### config.mk
export PLATFORM = sky130hd
export DESIGN_NAME = debug_mem_dump_flat
export DESIGN_NICKNAME = d
export VERILOG_FILES = /design/src/rtl/debug_mem_dump_if.sv /design/src/rtl/debug_mem_dump.sv /design/src/flat_wrapper.sv
export SDC_FILE = /design/constraint.sdc
export NUM_CORES = 1
export LEC_CHECK = 0
export CORE_UTILIZATION = 49
export DETAILED_ROUTE_END_ITERATION = 10
export GPL_TIMING_DRIVEN = 0
export HOLD_SLACK_MARGIN = 0.12
export PLACE_DENSITY = 0.91
export SYNTH_ARGS = -nofsm -noshare
export SYNTH_HDL_FRONTEND = slang
export SYNTH_SLANG_ARGS = --single-unit
### constraint.sdc
create_clock -name i_clk -period 4.8 [get_ports i_clk]
set_clock_uncertainty 0.15 [all_clocks]
set_input_delay 0.48 -clock i_clk [delete_from_list [all_inputs] [get_ports i_clk]]
set_output_delay 0.48 -clock i_clk [all_outputs]
set_load 0.02 [all_outputs]
### src/rtl/debug_mem_dump_if.sv
// Handshake bundle between debug_mem_dump, the data-memory debug read port and the UART transmitter.
// The master modport is the dump engine; the slave modport is its environment (memory + TX + command decoder).
interface debug_mem_dump_if #(
  parameter int NB_DATA = 32,
  parameter int NB_BYTE = 8
);
  logic               i_start;
  logic               o_debug;
  logic [NB_DATA-1:0] o_debug_mem_addr;
  logic [NB_DATA-1:0] i_debug_mem_r_data;
  logic [NB_BYTE-1:0] o_tx_data;
  logic               i_tx_done;
  logic               o_tx_start;
  logic               o_busy;
  logic               o_done;

  modport master (
    input  i_start, i_debug_mem_r_data, i_tx_done,
    output o_debug, o_debug_mem_addr, o_tx_data, o_tx_start, o_busy, o_done
  );

  modport slave (
    output i_start, i_debug_mem_r_data, i_tx_done,
    input  o_debug, o_debug_mem_addr, o_tx_data, o_tx_start, o_busy, o_done
  );
endinterface

### src/rtl/debug_mem_dump.sv
// Walks the whole data memory through the debug read port and streams each word MSB-byte first to a UART TX.
// Optional: define DUMP_CHECKSUM_EN to append one XOR checksum byte after the last data byte.
module debug_mem_dump #(
  parameter int NB_DATA               = 32,
  parameter int NB_BYTE               = 8,
  parameter int N_DATA_MEM_ADDR_BYTES = 128,
  parameter int N_DATA_MEM_ADDR_WORDS = N_DATA_MEM_ADDR_BYTES / 4,
  parameter int NB_ADDR_MEM_WORDS     = $clog2(N_DATA_MEM_ADDR_WORDS)
) (
  input logic              i_clk,
  input logic              i_reset,
  debug_mem_dump_if.master bus
);

  localparam logic [NB_ADDR_MEM_WORDS-1:0] LAST_WORD =
    NB_ADDR_MEM_WORDS'(N_DATA_MEM_ADDR_WORDS - 1);

  typedef enum logic [2:0] {
    ST_IDLE,
    ST_REQ,
    ST_LATCH,
    ST_SEND,
    ST_WAIT_TX,
`ifdef DUMP_CHECKSUM_EN
    ST_CSUM_SEND,
    ST_CSUM_WAIT,
`endif
    ST_FIN
  } state_t;

  state_t                       state_q, state_d;
  logic [NB_ADDR_MEM_WORDS-1:0] word_q, word_d;
  logic [1:0]                   byte_q, byte_d;
  logic [NB_DATA-1:0]           shift_q, shift_d;
  logic [NB_BYTE-1:0]           tx_data_q, tx_data_d;
  logic                         tx_start_q, tx_start_d;
  logic                         done_q, done_d;
  logic [NB_DATA-1:0]           shifted;
`ifdef DUMP_CHECKSUM_EN
  logic [NB_BYTE-1:0]           csum_q, csum_d;
`endif

  assign shifted = shift_q << NB_BYTE;

  always_ff @(posedge i_clk) begin
    if (i_reset) begin
      state_q    <= ST_IDLE;
      word_q     <= '0;
      byte_q     <= '0;
      shift_q    <= '0;
      tx_data_q  <= '0;
      tx_start_q <= 1'b0;
      done_q     <= 1'b0;
`ifdef DUMP_CHECKSUM_EN
      csum_q     <= '0;
`endif
    end else begin
      state_q    <= state_d;
      word_q     <= word_d;
      byte_q     <= byte_d;
      shift_q    <= shift_d;
      tx_data_q  <= tx_data_d;
      tx_start_q <= tx_start_d;
      done_q     <= done_d;
`ifdef DUMP_CHECKSUM_EN
      csum_q     <= csum_d;
`endif
    end
  end

  // Registered pulses are decided on the transition into SEND/FIN so they line up with those states.
  always_comb begin
    state_d    = state_q;
    word_d     = word_q;
    byte_d     = byte_q;
    shift_d    = shift_q;
    tx_data_d  = tx_data_q;
    tx_start_d = 1'b0;
    done_d     = 1'b0;
`ifdef DUMP_CHECKSUM_EN
    csum_d     = csum_q;
`endif
    case (state_q)
      ST_IDLE: begin
        if (bus.i_start) begin
          word_d  = '0;
          state_d = ST_REQ;
`ifdef DUMP_CHECKSUM_EN
          csum_d  = '0;
`endif
        end
      end
      ST_REQ: state_d = ST_LATCH;
      ST_LATCH: begin
        shift_d    = bus.i_debug_mem_r_data;
        byte_d     = '0;
        tx_data_d  = bus.i_debug_mem_r_data[NB_DATA-1 -: NB_BYTE];
        tx_start_d = 1'b1;
        state_d    = ST_SEND;
      end
      ST_SEND: begin
        state_d = ST_WAIT_TX;
`ifdef DUMP_CHECKSUM_EN
        csum_d  = csum_q ^ tx_data_q;
`endif
      end
      ST_WAIT_TX: begin
        if (bus.i_tx_done) begin
          shift_d = shifted;
          if (byte_q != 2'd3) begin
            byte_d     = byte_q + 2'd1;
            tx_data_d  = shifted[NB_DATA-1 -: NB_BYTE];
            tx_start_d = 1'b1;
            state_d    = ST_SEND;
          end else if (word_q == LAST_WORD) begin
`ifdef DUMP_CHECKSUM_EN
            tx_data_d  = csum_q;
            tx_start_d = 1'b1;
            state_d    = ST_CSUM_SEND;
`else
            done_d     = 1'b1;
            state_d    = ST_FIN;
`endif
          end else begin
            word_d  = word_q + 1'b1;
            state_d = ST_REQ;
          end
        end
      end
`ifdef DUMP_CHECKSUM_EN
      ST_CSUM_SEND: state_d = ST_CSUM_WAIT;
      ST_CSUM_WAIT: begin
        if (bus.i_tx_done) begin
          done_d  = 1'b1;
          state_d = ST_FIN;
        end
      end
`endif
      ST_FIN: state_d = ST_IDLE;
      default: state_d = ST_IDLE;
    endcase
  end

  assign bus.o_debug          = (state_q != ST_IDLE);
  assign bus.o_busy           = (state_q != ST_IDLE);
  assign bus.o_debug_mem_addr = NB_DATA'(word_q);
  assign bus.o_tx_data        = tx_data_q;
  assign bus.o_tx_start       = tx_start_q;
  assign bus.o_done           = done_q;

endmodule

### src/flat_wrapper.sv
// flat-port wrapper written by rule: the top's interface ports become plain ports
module debug_mem_dump_flat 
#(
  parameter int NB_DATA               = 32,
  parameter int NB_BYTE               = 8,
  parameter int N_DATA_MEM_ADDR_BYTES = 128,
  parameter int N_DATA_MEM_ADDR_WORDS = N_DATA_MEM_ADDR_BYTES / 4,
  parameter int NB_ADDR_MEM_WORDS     = $clog2(N_DATA_MEM_ADDR_WORDS)
)
  (i_clk, i_reset, bus_i_start, bus_i_debug_mem_r_data, bus_i_tx_done, bus_o_debug, bus_o_debug_mem_addr, bus_o_tx_data, bus_o_tx_start, bus_o_busy, bus_o_done);
  debug_mem_dump_if #(.NB_DATA(NB_DATA), .NB_BYTE(NB_BYTE)) bus_i ();
  input logic i_clk;
  input logic i_reset;
  input wire logic [$bits(bus_i.i_start)-1:0] bus_i_start;
  input wire logic [$bits(bus_i.i_debug_mem_r_data)-1:0] bus_i_debug_mem_r_data;
  input wire logic [$bits(bus_i.i_tx_done)-1:0] bus_i_tx_done;
  output wire logic [$bits(bus_i.o_debug)-1:0] bus_o_debug;
  output wire logic [$bits(bus_i.o_debug_mem_addr)-1:0] bus_o_debug_mem_addr;
  output wire logic [$bits(bus_i.o_tx_data)-1:0] bus_o_tx_data;
  output wire logic [$bits(bus_i.o_tx_start)-1:0] bus_o_tx_start;
  output wire logic [$bits(bus_i.o_busy)-1:0] bus_o_busy;
  output wire logic [$bits(bus_i.o_done)-1:0] bus_o_done;
  assign bus_i.i_start = bus_i_start;
  assign bus_i.i_debug_mem_r_data = bus_i_debug_mem_r_data;
  assign bus_i.i_tx_done = bus_i_tx_done;
  assign bus_o_debug = bus_i.o_debug;
  assign bus_o_debug_mem_addr = bus_i.o_debug_mem_addr;
  assign bus_o_tx_data = bus_i.o_tx_data;
  assign bus_o_tx_start = bus_i.o_tx_start;
  assign bus_o_busy = bus_i.o_busy;
  assign bus_o_done = bus_i.o_done;
  debug_mem_dump #(.NB_DATA(NB_DATA), .NB_BYTE(NB_BYTE), .N_DATA_MEM_ADDR_BYTES(N_DATA_MEM_ADDR_BYTES), .N_DATA_MEM_ADDR_WORDS(N_DATA_MEM_ADDR_WORDS), .NB_ADDR_MEM_WORDS(NB_ADDR_MEM_WORDS)) u_core (.i_clk(i_clk), .i_reset(i_reset), .bus(bus_i));
endmodule
==> metrics <==
all-layer global routing usage=0.229; layout cells sized above 1=0.160; CTS tree=yes; largest net degree at the start of global routing=14; first-pass GRT wire length=9.02 mm; Longest Clk Path Bufs=2; hold_sp=u_core.shift_q[4]; Core ar.=4410 sq um; RSZ-0062 raised after global routing=false; Mapped Avg Cell Area=8.61 sq um; Post-CTS Resized=0; clk slew on worst S/H paths=0.08 ns; via count=roughly 2100; RR Startpoint=u_core.word_q[0]; cells along the critical path=buf_4 -> or3_1 -> buf_4 -> clkdlybuf4s50_1; GR Overflow Total=0; Post-synth EDFFs=0; cell count after placement=396; CTS Sinks=44; Seq/Total Area, Yosys=0.384; RePlAce Congestion=0.823; Comb power frac=0.227; CTS Hold Buffers Added=0; Worst setup EP type=primary output; Die Wd=between 70 and 80 um; number of I/O pins=80; vias per inst=5.23; DRC=0; worst slew pin tran=about 0.50 ns; total wire length=5.38 mm; register bit total from synthesis=44; Startpoint Class=flip-flop; Netlist cell types=45; CTS HTree Levels=2; max-slew violations=0; most frequent cells in the layout=clkdlybuf4s50_1 (52), dfxtp_1 (44), nand2_1 (43); postcts setup bufs=0; CTS buffer count=5; Peak supply drop=0.146 mV; asr flop ratio synth=0; final setup violation count=0; Clock power frac=0.280; count of input and output buffers=52; Max-slew headroom=0.666; Diodes inserted=0; hpwl dp=3.94 mm; vias in the first global route=1960; Seq pwr share=0.493; antenna violations before repair=0; # nets final=390; Worst EP arrival=1.89 ns; max incr delay on CP=0.52 ns; WL per Instance=approximately 13 um; Die Area=4950 sq um; FMAX=0.397 GHz; clock network latency to the later pin of the worst-skew pair=0.30 ns; synthesized instance count=266; Fillers=384; internal power=0.578 mW; Syn-to-layout area delta=33.4%; Crit Path Max Fanout=10; CP required=approximately 4.2 ns; Final Hold Fails=0; WP buf/inv=3; HP Class=flip-flop to flip-flop; worst hold slack=0.318 ns; commonest non-fill, non-tap cell in the layout=clkdlybuf4s50_1; max-cap violations=0; Pwr Density=264 nW/um^2; pre-CTS setup slack=2.45 ns; Initial DRC Count=149; Final Cycle Share=0.525; Final min period=approximately 2.5 ns; Initial Utilization=0.519; switch share=0.284; synthesized area=2290 sq um; CP top delay family=buffers and inverters; First-pass DRT Iterations=4; post-route worst setup slack=~2.3 ns; Root Driver=clkbuf_8; most used cell, CP=buf_4; Final Core Density=0.692; TNS Setup=0 ns; yosys warns=0; switching power=roughly 0.23 mW; Die Span Y=a little over 70 um; outcome=finished, final reports clean; Post-DRT Antenna Nets=0; Non-Filler Instances=403; Pleak=1.28 nW; Synth Flop Type=dfxtp_1; CP Class=flip-flop to primary output; Slowest cell on crit path=clkdlybuf4s50_1; number of placement rows=24; CP Launch Point=u_core.state_q[0]
-- layer usage --
metal / wire length (um) / global-route usage
met2: 2660 / 0.386
met1: 2300 / 0.281
met4: 32 / 0.0756
met3: 390 / 0.0592
met5: 0 / 0
-- worst reg2reg max path, stage by stage (launching register included) --
cell and delay (ns):
dfxtp_1 0.36, ha_1 0.24, and3_1 0.19, ha_1 0.21, nand2b_1 0.20, or4_1 0.49, a31oi_1 0.16
-- worst paths after layout --
check                 endpoint  cells after the start  slack [ns]
max reg2reg   u_core.word_q[3]                      6        2.75
min          u_core.shift_q[4]                      2        0.32
max                bus_o_debug                      4        2.28
min reg2reg  u_core.shift_q[4]                      2        0.32
-- synthesized netlist by cell type (all sizes together), types with 2 or more instances --
master	number	area share
o22ai	2	0.0055
o21ai	2	0.0044
nor3	18	0.039
or3b	2	0.0076
and3	2	0.0055
nor3b	3	0.017
dfxtp	44	0.38
a221oi	8	0.031
a311oi	16	0.061
o211ai	2	0.0066
nor2	9	0.015
ha	3	0.016
mux2i	10	0.044
nand3	10	0.022
inv	3	0.0049
nor2b	3	0.0082
nand2b	5	0.014
clkbuf	6	0.0098
buf	44	0.13
or3	3	0.0082
a21oi	10	0.022
nand2	44	0.073
nand3b	2	0.0066
-- cell type report --
| type | count | area (sq um) | share of cell area |
|---|---|---|---|
| multi-input cells | 195 | 1170 | 0.382 |
| flip-flops and latches | 44 | 881 | 0.288 |
| repair buffers | 52 | 520 | 0.170 |
| plain buffers | 50 | 328 | 0.107 |
| clock buffers | 5 | 68.8 | 0.0225 |
| well taps | 52 | 65.1 | 0.0213 |
| clock inverters | 2 | 12.5 | 0.00410 |
| inverters | 3 | 11.3 | 0.00369 |
-- through the flow --
| step | power [mW] | instance area, sq um |
|---|---|---|
| final | 0.807 | 3060 |
| after global routing | 0.842 | 3060 |
| after CTS | 0.806 | 3060 |
| after detailed placement | 0.587 | 2970 |
| after global placement | 0.583 | 2970 |
| after floorplan | 0.523 | 2390 |
-- registers in the layout (all words and copies together), names as in the netlist --
name                   flops
u_core.byte_q              2
u_core.bus.o_tx_data       8
u_core.shift_q            24
u_core.bus.o_tx_start      1
u_core.word_q              5
u_core.state_q             3
u_core.bus.o_done          1
-- power by group through the flow --
stage	sequential, mW	combinational, mW	clock (mW)
after floorplan	0.412	0.111	0
after global placement	0.406	0.177	0
after detailed placement	0.407	0.181	0
after CTS	0.398	0.182	0.225
after global routing	0.401	0.198	0.243
final	0.398	0.183	0.226
-- cells by family after synthesis --
family          synth area share
compound gates             0.159
buf+inv                    0.148
other cells              0.00164
fa+ha+maj                 0.0164
flops                      0.384
simple gates               0.246
mux                       0.0437
Power figures use the tool's default switching activity.
